File: src/rtl/lsu_mem_stage_if.sv
// lsu_mem_stage_if: bundles the execute-side request/response handshake and the
// data-memory req/gnt/rvalid bus of the load/store unit.
//   master : the LSU (drives req_ready, rsp_*, busy, mem_req/we/addr/be/wdata)
//   slave  : the environment (core execute stage plus data memory)
interface lsu_mem_stage_if;
    // Execute-stage request
    logic        req_valid;
    logic        req_ready;
    logic        req_we;
    logic [2:0]  req_funct3;
    logic [31:0] req_addr;
    logic [31:0] req_wdata;
    // Writeback response
    logic        rsp_valid;
    logic [31:0] rsp_rdata;
    logic        rsp_err;
    logic        busy;
    // Data-memory bus
    logic        mem_req;
    logic        mem_we;
    logic [31:0] mem_addr;
    logic [3:0]  mem_be;
    logic [31:0] mem_wdata;
    logic        mem_gnt;
    logic        mem_rvalid;
    logic [31:0] mem_rdata;

    modport master (
        input  req_valid, req_we, req_funct3, req_addr, req_wdata,
        input  mem_gnt, mem_rvalid, mem_rdata,
        output req_ready, rsp_valid, rsp_rdata, rsp_err, busy,
        output mem_req, mem_we, mem_addr, mem_be, mem_wdata
    );

    modport slave (
        output req_valid, req_we, req_funct3, req_addr, req_wdata,
        output mem_gnt, mem_rvalid, mem_rdata,
        input  req_ready, rsp_valid, rsp_rdata, rsp_err, busy,
        input  mem_req, mem_we, mem_addr, mem_be, mem_wdata
    );
endinterface

File: src/rtl/lsu_mem_stage.sv
// lsu_mem_stage: load/store unit after the ALU. Runs one data-memory access per
// request over a req/gnt/rvalid bus and returns sign/zero-extended load data.
// Ports:
//   clk   - core clock, rising edge
//   reset - asynchronous active-high reset
//   bus   - lsu_mem_stage_if.master (request, response, busy and memory bus)
// Parameters:
//   TIMEOUT_CYCLES - cycles spent in ADDR+RESP before the access aborts with error
// Build option:
//   LSU_MISALIGN_TRAP_EN - when defined, misaligned H/W accesses complete with
//   error and no bus cycle; otherwise the address is forced aligned.
module lsu_mem_stage #(
    parameter int unsigned TIMEOUT_CYCLES = 255
) (
    input logic             clk,
    input logic             reset,
    lsu_mem_stage_if.master bus
);

    typedef enum logic [1:0] {StIdle, StAddr, StResp, StDone} state_e;

    state_e      state_q, state_d;
    logic        we_q, we_d;
    logic [2:0]  f3_q, f3_d;
    logic [1:0]  off_q, off_d;
    logic [15:0] cnt_q, cnt_d;
    logic        mem_req_q, mem_req_d;
    logic        mem_we_q, mem_we_d;
    logic [31:0] mem_addr_q, mem_addr_d;
    logic [3:0]  mem_be_q, mem_be_d;
    logic [31:0] mem_wdata_q, mem_wdata_d;
    logic        rsp_valid_q, rsp_valid_d;
    logic        rsp_err_q, rsp_err_d;
    logic [31:0] rsp_rdata_q, rsp_rdata_d;

    // Request decode
    logic       illegal;
    logic       misalign_err;
    logic [1:0] req_off;
    logic [3:0] req_be;
    logic       timeout;
    logic [31:0] lane;
    logic [31:0] load_data;

    // 011, 110, 111 are never legal; stores have no unsigned variants
    assign illegal = (bus.req_funct3 == 3'b011) || (bus.req_funct3[2:1] == 2'b11) ||
                     (bus.req_we && bus.req_funct3[2]);

`ifdef LSU_MISALIGN_TRAP_EN
    assign misalign_err = ((bus.req_funct3[1:0] == 2'b01) && bus.req_addr[0]) ||
                          ((bus.req_funct3[1:0] == 2'b10) && (bus.req_addr[1:0] != 2'b00));
`else
    assign misalign_err = 1'b0;
`endif

    // Byte offset with misaligned H/W forced down to natural alignment
    always_comb begin
        req_off = bus.req_addr[1:0];
        req_be  = 4'b0001 << bus.req_addr[1:0];
        if (bus.req_funct3[1:0] == 2'b01) begin
            req_off = {bus.req_addr[1], 1'b0};
            req_be  = 4'b0011 << {bus.req_addr[1], 1'b0};
        end else if (bus.req_funct3[1:0] == 2'b10) begin
            req_off = 2'b00;
            req_be  = 4'b1111;
        end
    end

    assign timeout = (({16'd0, cnt_q} + 32'd1) == TIMEOUT_CYCLES);

    // Load lane extraction; funct3[2] selects zero extension
    assign lane = bus.mem_rdata >> {off_q, 3'b000};
    always_comb begin
        case (f3_q[1:0])
            2'b00:   load_data = {{24{~f3_q[2] & lane[7]}}, lane[7:0]};
            2'b01:   load_data = {{16{~f3_q[2] & lane[15]}}, lane[15:0]};
            default: load_data = bus.mem_rdata;
        endcase
    end

    always_comb begin
        state_d     = state_q;
        we_d        = we_q;
        f3_d        = f3_q;
        off_d       = off_q;
        cnt_d       = cnt_q;
        mem_req_d   = mem_req_q;
        mem_we_d    = mem_we_q;
        mem_addr_d  = mem_addr_q;
        mem_be_d    = mem_be_q;
        mem_wdata_d = mem_wdata_q;
        rsp_valid_d = 1'b0;
        rsp_err_d   = 1'b0;
        rsp_rdata_d = 32'd0;

        unique case (state_q)
            StIdle: begin
                if (bus.req_valid) begin
                    we_d  = bus.req_we;
                    f3_d  = bus.req_funct3;
                    off_d = req_off;
                    if (illegal || misalign_err) begin
                        state_d     = StDone;
                        rsp_valid_d = 1'b1;
                        rsp_err_d   = 1'b1;
                    end else begin
                        state_d     = StAddr;
                        cnt_d       = 16'd0;
                        mem_req_d   = 1'b1;
                        mem_we_d    = bus.req_we;
                        mem_addr_d  = {bus.req_addr[31:2], 2'b00};
                        mem_be_d    = req_be;
                        mem_wdata_d = bus.req_wdata << {req_off, 3'b000};
                    end
                end
            end
            StAddr: begin
                cnt_d = cnt_q + 16'd1;
                if (timeout || bus.mem_gnt) begin
                    // Bus cycle ends either way; quiet the bus outputs
                    mem_req_d   = 1'b0;
                    mem_we_d    = 1'b0;
                    mem_addr_d  = 32'd0;
                    mem_be_d    = 4'd0;
                    mem_wdata_d = 32'd0;
                    if (timeout) begin
                        state_d     = StDone;
                        rsp_valid_d = 1'b1;
                        rsp_err_d   = 1'b1;
                    end else begin
                        state_d = StResp;
                    end
                end
            end
            StResp: begin
                cnt_d = cnt_q + 16'd1;
                if (bus.mem_rvalid) begin
                    state_d     = StDone;
                    rsp_valid_d = 1'b1;
                    rsp_rdata_d = we_q ? 32'd0 : load_data;
                end else if (timeout) begin
                    state_d     = StDone;
                    rsp_valid_d = 1'b1;
                    rsp_err_d   = 1'b1;
                end
            end
            StDone: state_d = StIdle;
            default: state_d = StIdle;
        endcase
    end

    always_ff @(posedge clk or posedge reset) begin
        if (reset) begin
            state_q     <= StIdle;
            we_q        <= 1'b0;
            f3_q        <= 3'd0;
            off_q       <= 2'd0;
            cnt_q       <= 16'd0;
            mem_req_q   <= 1'b0;
            mem_we_q    <= 1'b0;
            mem_addr_q  <= 32'd0;
            mem_be_q    <= 4'd0;
            mem_wdata_q <= 32'd0;
            rsp_valid_q <= 1'b0;
            rsp_err_q   <= 1'b0;
            rsp_rdata_q <= 32'd0;
        end else begin
            state_q     <= state_d;
            we_q        <= we_d;
            f3_q        <= f3_d;
            off_q       <= off_d;
            cnt_q       <= cnt_d;
            mem_req_q   <= mem_req_d;
            mem_we_q    <= mem_we_d;
            mem_addr_q  <= mem_addr_d;
            mem_be_q    <= mem_be_d;
            mem_wdata_q <= mem_wdata_d;
            rsp_valid_q <= rsp_valid_d;
            rsp_err_q   <= rsp_err_d;
            rsp_rdata_q <= rsp_rdata_d;
        end
    end

    assign bus.req_ready = (state_q == StIdle);
    assign bus.busy      = (state_q != StIdle);
    assign bus.mem_req   = mem_req_q;
    assign bus.mem_we    = mem_we_q;
    assign bus.mem_addr  = mem_addr_q;
    assign bus.mem_be    = mem_be_q;
    assign bus.mem_wdata = mem_wdata_q;
    assign bus.rsp_valid = rsp_valid_q;
    assign bus.rsp_err   = rsp_err_q;
    assign bus.rsp_rdata = rsp_rdata_q;

endmodule
File: src/flat_wrapper.sv
// flat-port wrapper written by rule: the top's interface ports become plain ports
module lsu_mem_stage_flat 
#(
    parameter int unsigned TIMEOUT_CYCLES = 255
)
  (clk, reset, bus_req_valid, bus_req_we, bus_req_funct3, bus_req_addr, bus_req_wdata, bus_mem_gnt, bus_mem_rvalid, bus_mem_rdata, bus_req_ready, bus_rsp_valid, bus_rsp_rdata, bus_rsp_err, bus_busy, bus_mem_req, bus_mem_we, bus_mem_addr, bus_mem_be, bus_mem_wdata);
  lsu_mem_stage_if bus_i ();
  input logic clk;
  input logic reset;
  input wire logic [$bits(bus_i.req_valid)-1:0] bus_req_valid;
  input wire logic [$bits(bus_i.req_we)-1:0] bus_req_we;
  input wire logic [$bits(bus_i.req_funct3)-1:0] bus_req_funct3;
  input wire logic [$bits(bus_i.req_addr)-1:0] bus_req_addr;
  input wire logic [$bits(bus_i.req_wdata)-1:0] bus_req_wdata;
  input wire logic [$bits(bus_i.mem_gnt)-1:0] bus_mem_gnt;
  input wire logic [$bits(bus_i.mem_rvalid)-1:0] bus_mem_rvalid;
  input wire logic [$bits(bus_i.mem_rdata)-1:0] bus_mem_rdata;
  output wire logic [$bits(bus_i.req_ready)-1:0] bus_req_ready;
  output wire logic [$bits(bus_i.rsp_valid)-1:0] bus_rsp_valid;
  output wire logic [$bits(bus_i.rsp_rdata)-1:0] bus_rsp_rdata;
  output wire logic [$bits(bus_i.rsp_err)-1:0] bus_rsp_err;
  output wire logic [$bits(bus_i.busy)-1:0] bus_busy;
  output wire logic [$bits(bus_i.mem_req)-1:0] bus_mem_req;
  output wire logic [$bits(bus_i.mem_we)-1:0] bus_mem_we;
  output wire logic [$bits(bus_i.mem_addr)-1:0] bus_mem_addr;
  output wire logic [$bits(bus_i.mem_be)-1:0] bus_mem_be;
  output wire logic [$bits(bus_i.mem_wdata)-1:0] bus_mem_wdata;
  assign bus_i.req_valid = bus_req_valid;
  assign bus_i.req_we = bus_req_we;
  assign bus_i.req_funct3 = bus_req_funct3;
  assign bus_i.req_addr = bus_req_addr;
  assign bus_i.req_wdata = bus_req_wdata;
  assign bus_i.mem_gnt = bus_mem_gnt;
  assign bus_i.mem_rvalid = bus_mem_rvalid;
  assign bus_i.mem_rdata = bus_mem_rdata;
  assign bus_req_ready = bus_i.req_ready;
  assign bus_rsp_valid = bus_i.rsp_valid;
  assign bus_rsp_rdata = bus_i.rsp_rdata;
  assign bus_rsp_err = bus_i.rsp_err;
  assign bus_busy = bus_i.busy;
  assign bus_mem_req = bus_i.mem_req;
  assign bus_mem_we = bus_i.mem_we;
  assign bus_mem_addr = bus_i.mem_addr;
  assign bus_mem_be = bus_i.mem_be;
  assign bus_mem_wdata = bus_i.mem_wdata;
  lsu_mem_stage #(.TIMEOUT_CYCLES(TIMEOUT_CYCLES)) u_core (.clk(clk), .reset(reset), .bus(bus_i));
endmodule
File: config.mk
export PLATFORM = sky130hd
export DESIGN_NAME = lsu_mem_stage_flat
export DESIGN_NICKNAME = d
export VERILOG_FILES = /design/src/rtl/lsu_mem_stage_if.sv /design/src/rtl/lsu_mem_stage.sv /design/src/flat_wrapper.sv
export SDC_FILE = /design/constraint.sdc
export NUM_CORES = 1
export LEC_CHECK = 0
export CAP_MARGIN = 5
export CORE_MARGIN = 2
export CORE_UTILIZATION = 46
export CTS_BUF_LIST = sky130_fd_sc_hd__clkbuf_4
export DETAILED_ROUTE_END_ITERATION = 8
export PLACE_DENSITY = 0.81
export SETUP_SLACK_MARGIN = 0.4
export SLEW_MARGIN = 30
export SYNTH_ARGS = -nofsm -noshare
export SYNTH_HDL_FRONTEND = slang
export SYNTH_SLANG_ARGS = --single-unit
export TNS_END_PERCENT = 10
File: constraint.sdc
create_clock -name clk -period 10.05 [get_ports clk]
set_input_delay 2.01 -clock clk [delete_from_list [all_inputs] [get_ports clk]]
set_output_delay 2.01 -clock clk [all_outputs]
set_load 0.01 [all_outputs]
==> tab_implementation.tex, run 1 <==
\begin{tabular}{lr}
\hline
Metric & Value \\
\hline
\multicolumn{2}{l}{\textbf{Synthesis}} \\
Count leader, synth & sky130\_fd\_sc\_hd\_\_dfrtp\_1 \\
Cell type contributing the most total cell area after synthesis & sky130\_fd\_sc\_hd\_\_dfrtp\_1 \\
Number of distinct library cell variants in the gate-level netlist after synthesis & 55 \\
Post-synthesis register bit count & about 130 \\
Share of the yosys chip area belonging to registers & 51.6\% \\
Gate count after technology mapping & approximately 570 \\
Synth area leaders & sky130\_fd\_sc\_hd\_\_dfrtp\_1, sky130\_fd\_sc\_hd\_\_a22o\_1, sky130\_fd\_sc\_hd\_\_a21oi\_1 \\
Ys flop type & sky130\_fd\_sc\_hd\_\_dfrtp\_1 \\
Synth Cell Area & 6110 sq um \\
Yosys synthesis warning count & 0 \\
Async SR Flop Fraction & 100\% \\
Post-synth EDFFs & 0 \\
Post-Synthesis Mean Instance Area & 10.6 sq um \\
Commonest cells in the synthesized netlist & sky130\_fd\_sc\_hd\_\_dfrtp\_1, sky130\_fd\_sc\_hd\_\_nand2\_1, sky130\_fd\_sc\_hd\_\_a22o\_1 \\
Share of the synthesized area in the top cell type & about half \\
\multicolumn{2}{l}{\textbf{GRT}} \\
Total gr overflow & 0 \\
Maximum number of pins on one net before global-route repair & 68 \\
Antenna violations before repair & 1 \\
Global-route wire length before repair & between 20 and 30 mm \\
Global-route usage over all layers & approximately 26\% \\
Vias in the first global route & 5451 \\
\multicolumn{2}{l}{\textbf{Floorplan}} \\
Die Outline Area & 14200 sq um \\
Number of primary I/O pins & 211 \\
X dimension of the die & 119 microns \\
Placeable core region & 13100 sq um \\
Number of core rows & 42 \\
Initial cell density of the core & around 47\% \\
Die Y & 119 microns \\
\multicolumn{2}{l}{\textbf{Power and ir drop}} \\
Combinational Power Share & 45.5\% \\
Fraction of power spent switching nets & 36.9\% \\
Power Internal & 0.00140 W \\
Clock network fraction of design power & 17.9\% \\
Proportion of power drawn by flip-flops and latches & between 30\% and 40\% \\
Highest ir drop seen on vdd & 0.120 mV \\
Static power due to leakage & approximately 3.8 nW \\
Net switching power & 0.000817 W \\
Areal power density over the cells & 257 nW/um\^{}2 \\
\multicolumn{2}{l}{\textbf{Setup path}} \\
Critical path buffer and inverter count & 3 \\
Highest fanout seen on the critical path & 7 \\
Register-to-Register Path Depth & 9 \\
Setup crit start kind & register \\
Worst Path Required & 8.04 ns \\
CP max-delay cell & sky130\_fd\_sc\_hd\_\_clkdlybuf4s50\_1 \\
Worst Path Arrival & 2.28 ns \\
Capture point of the worst reg-to-reg path & u\_core.bus.mem\_wdata[18] \\
Critical Setup Path Class & reg2out \\
Critical path capture point type & output port \\
Worst path cell trace & inv\_1 > ha\_1 > clkinv\_1 > clkdlybuf4s50\_1 \\
CP peak stage delay & around 0.55 ns \\
Start of the worst register-to-register path & u\_core.cnt\_q[1] \\
Gate family responsible for the most delay along the worst path & buffers and inverters \\
Minimum setup slack among reg-to-reg paths & 6.83 ns \\
\multicolumn{2}{l}{\textbf{Min path}} \\
HP Class & reg2reg \\
Hold Path Stages & 1 \\
Worst Hold Path EP & u\_core.bus.mem\_we \\
Startpoint of the lowest-slack hold path & u\_core.bus.mem\_we \\
\multicolumn{2}{l}{\textbf{Finish}} \\
Proportion of layout cells with a drive suffix above 1 & 8.60\% \\
Synthesis-to-layout area growth & 40.9\% \\
Post-layout instance count excluding filler cells & 956 \\
Number of nets in the finished design & 878 \\
Count of fill cells added during filler insertion & about 950 \\
Non-Filler Cell Area, Final & 8610 sq um \\
\multicolumn{2}{l}{\textbf{Clocking}} \\
Post-CTS clock slew at the launch and capture registers of the worst setup and hold paths & 0.10 ns \\
Cell at the root of the clock tree & sky130\_fd\_sc\_hd\_\_clkbuf\_4 \\
CTS Buffer Depth & 2 \\
Buffers inserted by post-CTS timing repair & 0 \\
CTS resizes & 0 \\
Clock tree from TritonCTS & yes \\
H-Tree Level Count & 4 \\
Sink Count & $\sim$130 \\
Cts hold-fix bufs & 0 \\
Inserted Clock Buffers & 17 \\
Clock latency on the worst-skew pair & between 0.5 and 0.6 ns \\
\multicolumn{2}{l}{\textbf{Place}} \\
Buffers added on ports & 208 \\
Final RePlAce weighted congestion & 0.865 \\
Post-DP HPWL & 12.6 mm \\
Inst Count DP & between 900 and 1000 \\
Standard cell area after detailed placement & 8260 sq um \\
\multicolumn{2}{l}{\textbf{STA}} \\
Number of max-slew violations in the final report & 0 \\
Max Clock Skew & 0.0235 ns \\
Actual slew at the worst max-slew pin & about 0.95 ns \\
Worst hold margin & roughly 0.51 ns \\
Number of setup violations in the final report & 0 \\
Final period utilization & a little over two fifths \\
Worst slew margin relative to its limit & a little over a third \\
Final Hold Vio Count & 0 \\
Setup\_tns & 0 ns \\
Minimum clock period & 4.29 ns \\
Setup repair after global routing missed its margin & false \\
Fmax & 233 MHz \\
\multicolumn{2}{l}{\textbf{Routing}} \\
Routed Antenna Nets & 0 \\
Average wire length per cell after detail routing & 18.8 microns \\
Detail-routed via count per cell & 5.69 \\
DRC & 0 \\
First-pass detailed-route iteration total & 5 \\
Vias post-DR & 5439 \\
DRT Wirelength & 18.0 mm \\
Violation count after the first detailed-route iteration & 504 \\
\multicolumn{2}{l}{\textbf{Job}} \\
Number of max-capacitance violations reported & 0 \\
\multicolumn{2}{l}{\textbf{Status}} \\
Status & finished clean \\
\hline
\end{tabular}
## area by class of cell
cell class | instances | area (sq um) | share of cell area, %
multi-input combinational | 382 | 2680 | 31.1
clock inverter | 11 | 168 | 1.95
tap | 176 | 220 | 2.56
clock buffer | 20 | 150 | 1.74
inverter | 27 | 104 | 1.21
timing repair buffer | 213 | 2140 | 24.8
sequential | 126 | 3150 | 36.6
antenna | 1 | 2.50 | 0.0291
## metal layers
| layer | routed length, microns | vias to the layer above | GRT usage (%) |
|---|---|---|---|
| li1 | - | 2480 | - |
| met1 | 7570 | 2688 | 33.1 |
| met2 | 8980 | 246 | 42.7 |
| met3 | 1190 | 25 | 6.27 |
| met4 | 279 | 0 | 8.18 |
| met5 | 0 | - | 0 |
## worst reg2reg max path, cell delays in order (launching register included)
cell and delay (ns):
sky130_fd_sc_hd__dfrtp_1 0.52, sky130_fd_sc_hd__ha_1 0.31, sky130_fd_sc_hd__nand3_1 0.27, sky130_fd_sc_hd__nor3_2 0.31, sky130_fd_sc_hd__nand3_1 0.17, sky130_fd_sc_hd__o2bb2ai_1 0.18, sky130_fd_sc_hd__nor2b_2 0.18, sky130_fd_sc_hd__o31ai_4 0.15
sky130_fd_sc_hd__buf_4 0.65, sky130_fd_sc_hd__mux2_4 0.38
## power groups by stage
stage	combinational (W)	clock, W	sequential, W
after CTS	0.00100	0.000402	0.000807
final	0.00101	0.000396	0.000811
after global routing	0.00109	0.000428	0.000832
after floorplan	0.000523	0	0.000829
after detailed placement	0.000998	0	0.000815
after global placement	0.000968	0	0.000809
## cell usage in the layout (no fill, tap or decap), types with 9 or more instances in the layout
cell                              Yosys  final
sky130_fd_sc_hd__clkdlybuf4s50_1      0    208
sky130_fd_sc_hd__dfrtp_1            126    126
sky130_fd_sc_hd__nand2_1             60     60
sky130_fd_sc_hd__a22o_1              50     50
sky130_fd_sc_hd__a21oi_1             49     49
sky130_fd_sc_hd__o21ai_0             47     47
sky130_fd_sc_hd__inv_1               26     25
sky130_fd_sc_hd__clkbuf_4             0     20
sky130_fd_sc_hd__mux2i_1             18     18
sky130_fd_sc_hd__nor2_1              13     12
sky130_fd_sc_hd__nand3_1             12     11
sky130_fd_sc_hd__o2bb2ai_1           10     10
sky130_fd_sc_hd__nor2b_1              9      9
sky130_fd_sc_hd__a31oi_1              9      9
sky130_fd_sc_hd__o31ai_1              9      9
## logic make-up after synthesis
logic type	count (synthesis)	synth area share (%)
AO/OA/AOI/OAI	198	21.7
AND/OR/NAND/NOR	134	11.3
flip-flops	126	51.6
buffers and inverters	67	4.89
multiplexers	39	8.78
adder cells (fa/ha/maj)	6	1.23
XOR/XNOR	3	0.430
other	1	0.0614
## state kept, by name, summed over array words and instances (netlist names)
register              flops
u_core.bus.mem_addr      30
u_core.bus.mem_be         4
u_core.bus.mem_req        1
u_core.bus.mem_wdata     32
u_core.bus.mem_we         1
u_core.bus.rsp_err        1
u_core.bus.rsp_rdata     32
u_core.bus.rsp_valid      1
u_core.cnt_q             16
u_core.f3_q               3
u_core.off_q              2
u_core.state_q            2
u_core.we_q               1
## worst max-delay path by stage
stage	start	endpoint	slack, ns	cells past startpoint
final	u_core.state_q[0]	bus_busy	5.76	4
after global placement	bus_req_funct3[0]	u_core.bus.mem_wdata[6]	5.48	6
after global routing	u_core.state_q[0]	bus_busy	5.60	4
after CTS	u_core.state_q[0]	bus_busy	5.75	4
after detailed placement	bus_req_funct3[0]	u_core.bus.mem_wdata[1]	5.37	6
after floorplan	reset	u_core.bus.mem_addr[10]	4.68	1
## stage by stage
step	utilization, %	total power [W]	worst slack, ns
3_5_place_dp	63.1	0.00181	5.37
6_report	65.8	0.00222	5.76
2_1_floorplan	-	0.00135	4.68
4_1_cts	65.5	0.00221	5.75
5_1_grt	65.8	0.00235	5.60
3_3_place_gp	63.1	0.00178	5.48
Note: power is estimated with default switching activity, not from simulation.
==> run 2, diff against run 1 <==
- clock period: 10.05 -> 4.15 ns (I/O delays scaled with it)
==> tab_implementation.tex, run 2 (synthesis gave the netlist of run 1 again) <==
\begin{tabular}{lr}
\hline
Metric & Value \\
\hline
\multicolumn{2}{l}{\textbf{Job}} \\
Number of max-capacitance violations reported & 0 \\
\multicolumn{2}{l}{\textbf{GRT}} \\
Vias in the first global route & between 5000 and 6000 \\
M1 GR Usage & 33.2\% \\
Met2 capacity usage during global routing & 41.5\% \\
Total gr overflow & 0 \\
Global-route usage over all layers & 25.6\% \\
Global-route wire length before repair & 28.5 mm \\
Maximum number of pins on one net before global-route repair & between 60 and 70 \\
GR peak layer & met2 \\
Antenna violations before repair & 0 \\
Met3 Resource Use GR & 6.27\% \\
\multicolumn{2}{l}{\textbf{Power and ir drop}} \\
Areal power density over the cells & 611 nW/um\^{}2 \\
Highest ir drop seen on vdd & 0.364 mV \\
Static power due to leakage & approximately 3.7 nW \\
\multicolumn{2}{l}{\textbf{Place}} \\
Final RePlAce weighted congestion & 0.860 \\
Buffers added on ports & roughly 210 \\
Inst Count DP & 926 \\
Post-DP HPWL & around 13 mm \\
\multicolumn{2}{l}{\textbf{Finish}} \\
Synthesis-to-layout area growth & 40.5\% \\
Number of nets in the finished design & 880 \\
Proportion of layout cells with a drive suffix above 1 & 8.57\% \\
Post-layout instance count excluding filler cells & between 900 and 1000 \\
Count of fill cells added during filler insertion & 995 \\
Commonest cells after routing, fill and taps aside & sky130\_fd\_sc\_hd\_\_clkdlybuf4s50\_1, sky130\_fd\_sc\_hd\_\_dfrtp\_1, sky130\_fd\_sc\_hd\_\_nand2\_1, sky130\_fd\_sc\_hd\_\_a22o\_1, sky130\_fd\_sc\_hd\_\_a21oi\_1 \\
Most frequent standard cell in the layout excluding fill and tap cells & sky130\_fd\_sc\_hd\_\_clkdlybuf4s50\_1 \\
Antenna Diode Count & 0 \\
\multicolumn{2}{l}{\textbf{Setup path}} \\
Worst path cell trace & inv\_1 > ha\_1 > clkinv\_1 > clkdlybuf4s50\_1 \\
Worst Path Arrival & between 2 and 2.5 ns \\
CP peak stage delay & 0.55 ns \\
Worst Path Required & 3.32 ns \\
Gate family responsible for the most delay along the worst path & buffers and inverters \\
CP max-delay cell & sky130\_fd\_sc\_hd\_\_clkdlybuf4s50\_1 \\
Critical path buffer and inverter count & 3 \\
Critical path capture point type & output port \\
Highest fanout seen on the critical path & 7 \\
Setup crit start kind & register \\
Critical Setup Path Class & reg2out \\
\multicolumn{2}{l}{\textbf{STA}} \\
Fmax & 326 MHz \\
Actual slew at the worst max-slew pin & 0.928 ns \\
Final period utilization & 73.9\% \\
Final Hold Vio Count & 0 \\
Minimum clock period & around 3.1 ns \\
Max Clock Skew & around 0.014 ns \\
Number of setup violations in the final report & 0 \\
Setup\_tns & 0 ns \\
Worst slew margin relative to its limit & 38.1\% \\
Setup repair after global routing missed its margin & false \\
Number of max-slew violations in the final report & 0 \\
\multicolumn{2}{l}{\textbf{Routing}} \\
DRC & 0 \\
DRT Wirelength & 17.9 mm \\
First-pass detailed-route iteration total & 6 \\
Vias post-DR & 5450 \\
Detail-routed via count per cell & 5.69 \\
Average wire length per cell after detail routing & 18.7 microns \\
Violation count after the first detailed-route iteration & 496 \\
Routed Antenna Nets & 0 \\
\multicolumn{2}{l}{\textbf{Status}} \\
Status & finished clean \\
\multicolumn{2}{l}{\textbf{Floorplan}} \\
Number of core rows & 42 \\
Placeable core region & about 13000 sq um \\
Die Y & 119 microns \\
Die Outline Area & 14200 sq um \\
Initial cell density of the core & 46.7\% \\
Number of primary I/O pins & 211 \\
X dimension of the die & 119 microns \\
\multicolumn{2}{l}{\textbf{Clocking}} \\
Clock latency on the worst-skew pair & $\sim$0.57 ns \\
Inserted Clock Buffers & 17 \\
Cts hold-fix bufs & 0 \\
H-Tree Level Count & 4 \\
Cell at the root of the clock tree & sky130\_fd\_sc\_hd\_\_clkbuf\_4 \\
Clock tree from TritonCTS & yes \\
CTS Buffer Depth & 2 \\
Post-CTS clock slew at the launch and capture registers of the worst setup and hold paths & 0.11 ns \\
Sink Count & 126 \\
Buffers inserted by post-CTS timing repair & 0 \\
CTS resizes & 0 \\
\multicolumn{2}{l}{\textbf{Min path}} \\
HP Class & reg2reg \\
\hline
\end{tabular}
==> run 2: cell count changes in the layout (fill, tap and decap cells not counted), sizes merged <==
cell      before  now
clkbuf        20   17
diode          1    0
clkinvlp       2    7
clkinv         6    7
bufinv         4    2
buf            5    7
==> run 2: layer usage <==
layer	vias to the layer above	part of all wire (%)
met5	-	0
met2	266	49
met1	2658	41
met4	0	2.5
met3	35	7.1
li1	2491	-
==> run 2: report_power, final <==
part	internal [W]	total (W)	switching, W	leakage [nW]
clock network	0.000351	0.000836	0.000485	0.129
registers	0.00162	0.00196	0.000343	1.70
logic	0.00128	0.00245	0.00117	1.90
==> run 2: layout make-up <==
class	count	area [sq um]	share of cell area, %
clock buffers	17	128	1.49
clock inverters	15	148	1.72
inverters	27	105	1.22
multi-input cells	382	2670	31.1
flip-flops and latches	126	3150	36.7
well taps	176	220	2.56
repair buffers	215	2160	25.1
==> run 2: final timing paths <==
kind	end	cells past startpoint	slack [ns]	from
min in group asynchronous	u_core.bus.mem_addr[25]	2	0.65	reset
worst min-delay path	u_core.bus.mem_be[0]	1	0.51	u_core.bus.mem_be[0]
worst max register to register	u_core.bus.mem_wdata[17]	9	1.16	u_core.cnt_q[0]
max in group asynchronous	u_core.bus.rsp_rdata[18]	3	2.61	reset
worst max-delay path	bus_busy	4	1.08	u_core.state_q[0]
worst min register to register	u_core.bus.mem_be[0]	1	0.51	u_core.bus.mem_be[0]
==> run 2: per-stage QoR <==
step / worst slack, ns / hold slack (ns) / utilization, % / area [sq um] / total power (W)
final: 1.08 / 0.506 / 65.6 / 8590 / 0.00525
after global routing: 0.922 / 0.517 / 65.6 / 8590 / 0.00556
after CTS: 1.07 / 0.513 / 65.6 / 8590 / 0.00526
after detailed placement: 0.940 / 0.476 / 63.5 / 8310 / 0.00442
after global placement: 0.803 / 0.465 / 63.5 / 8310 / 0.00433
after floorplan: 1.74 / 0.470 / - / 6120 / 0.00328
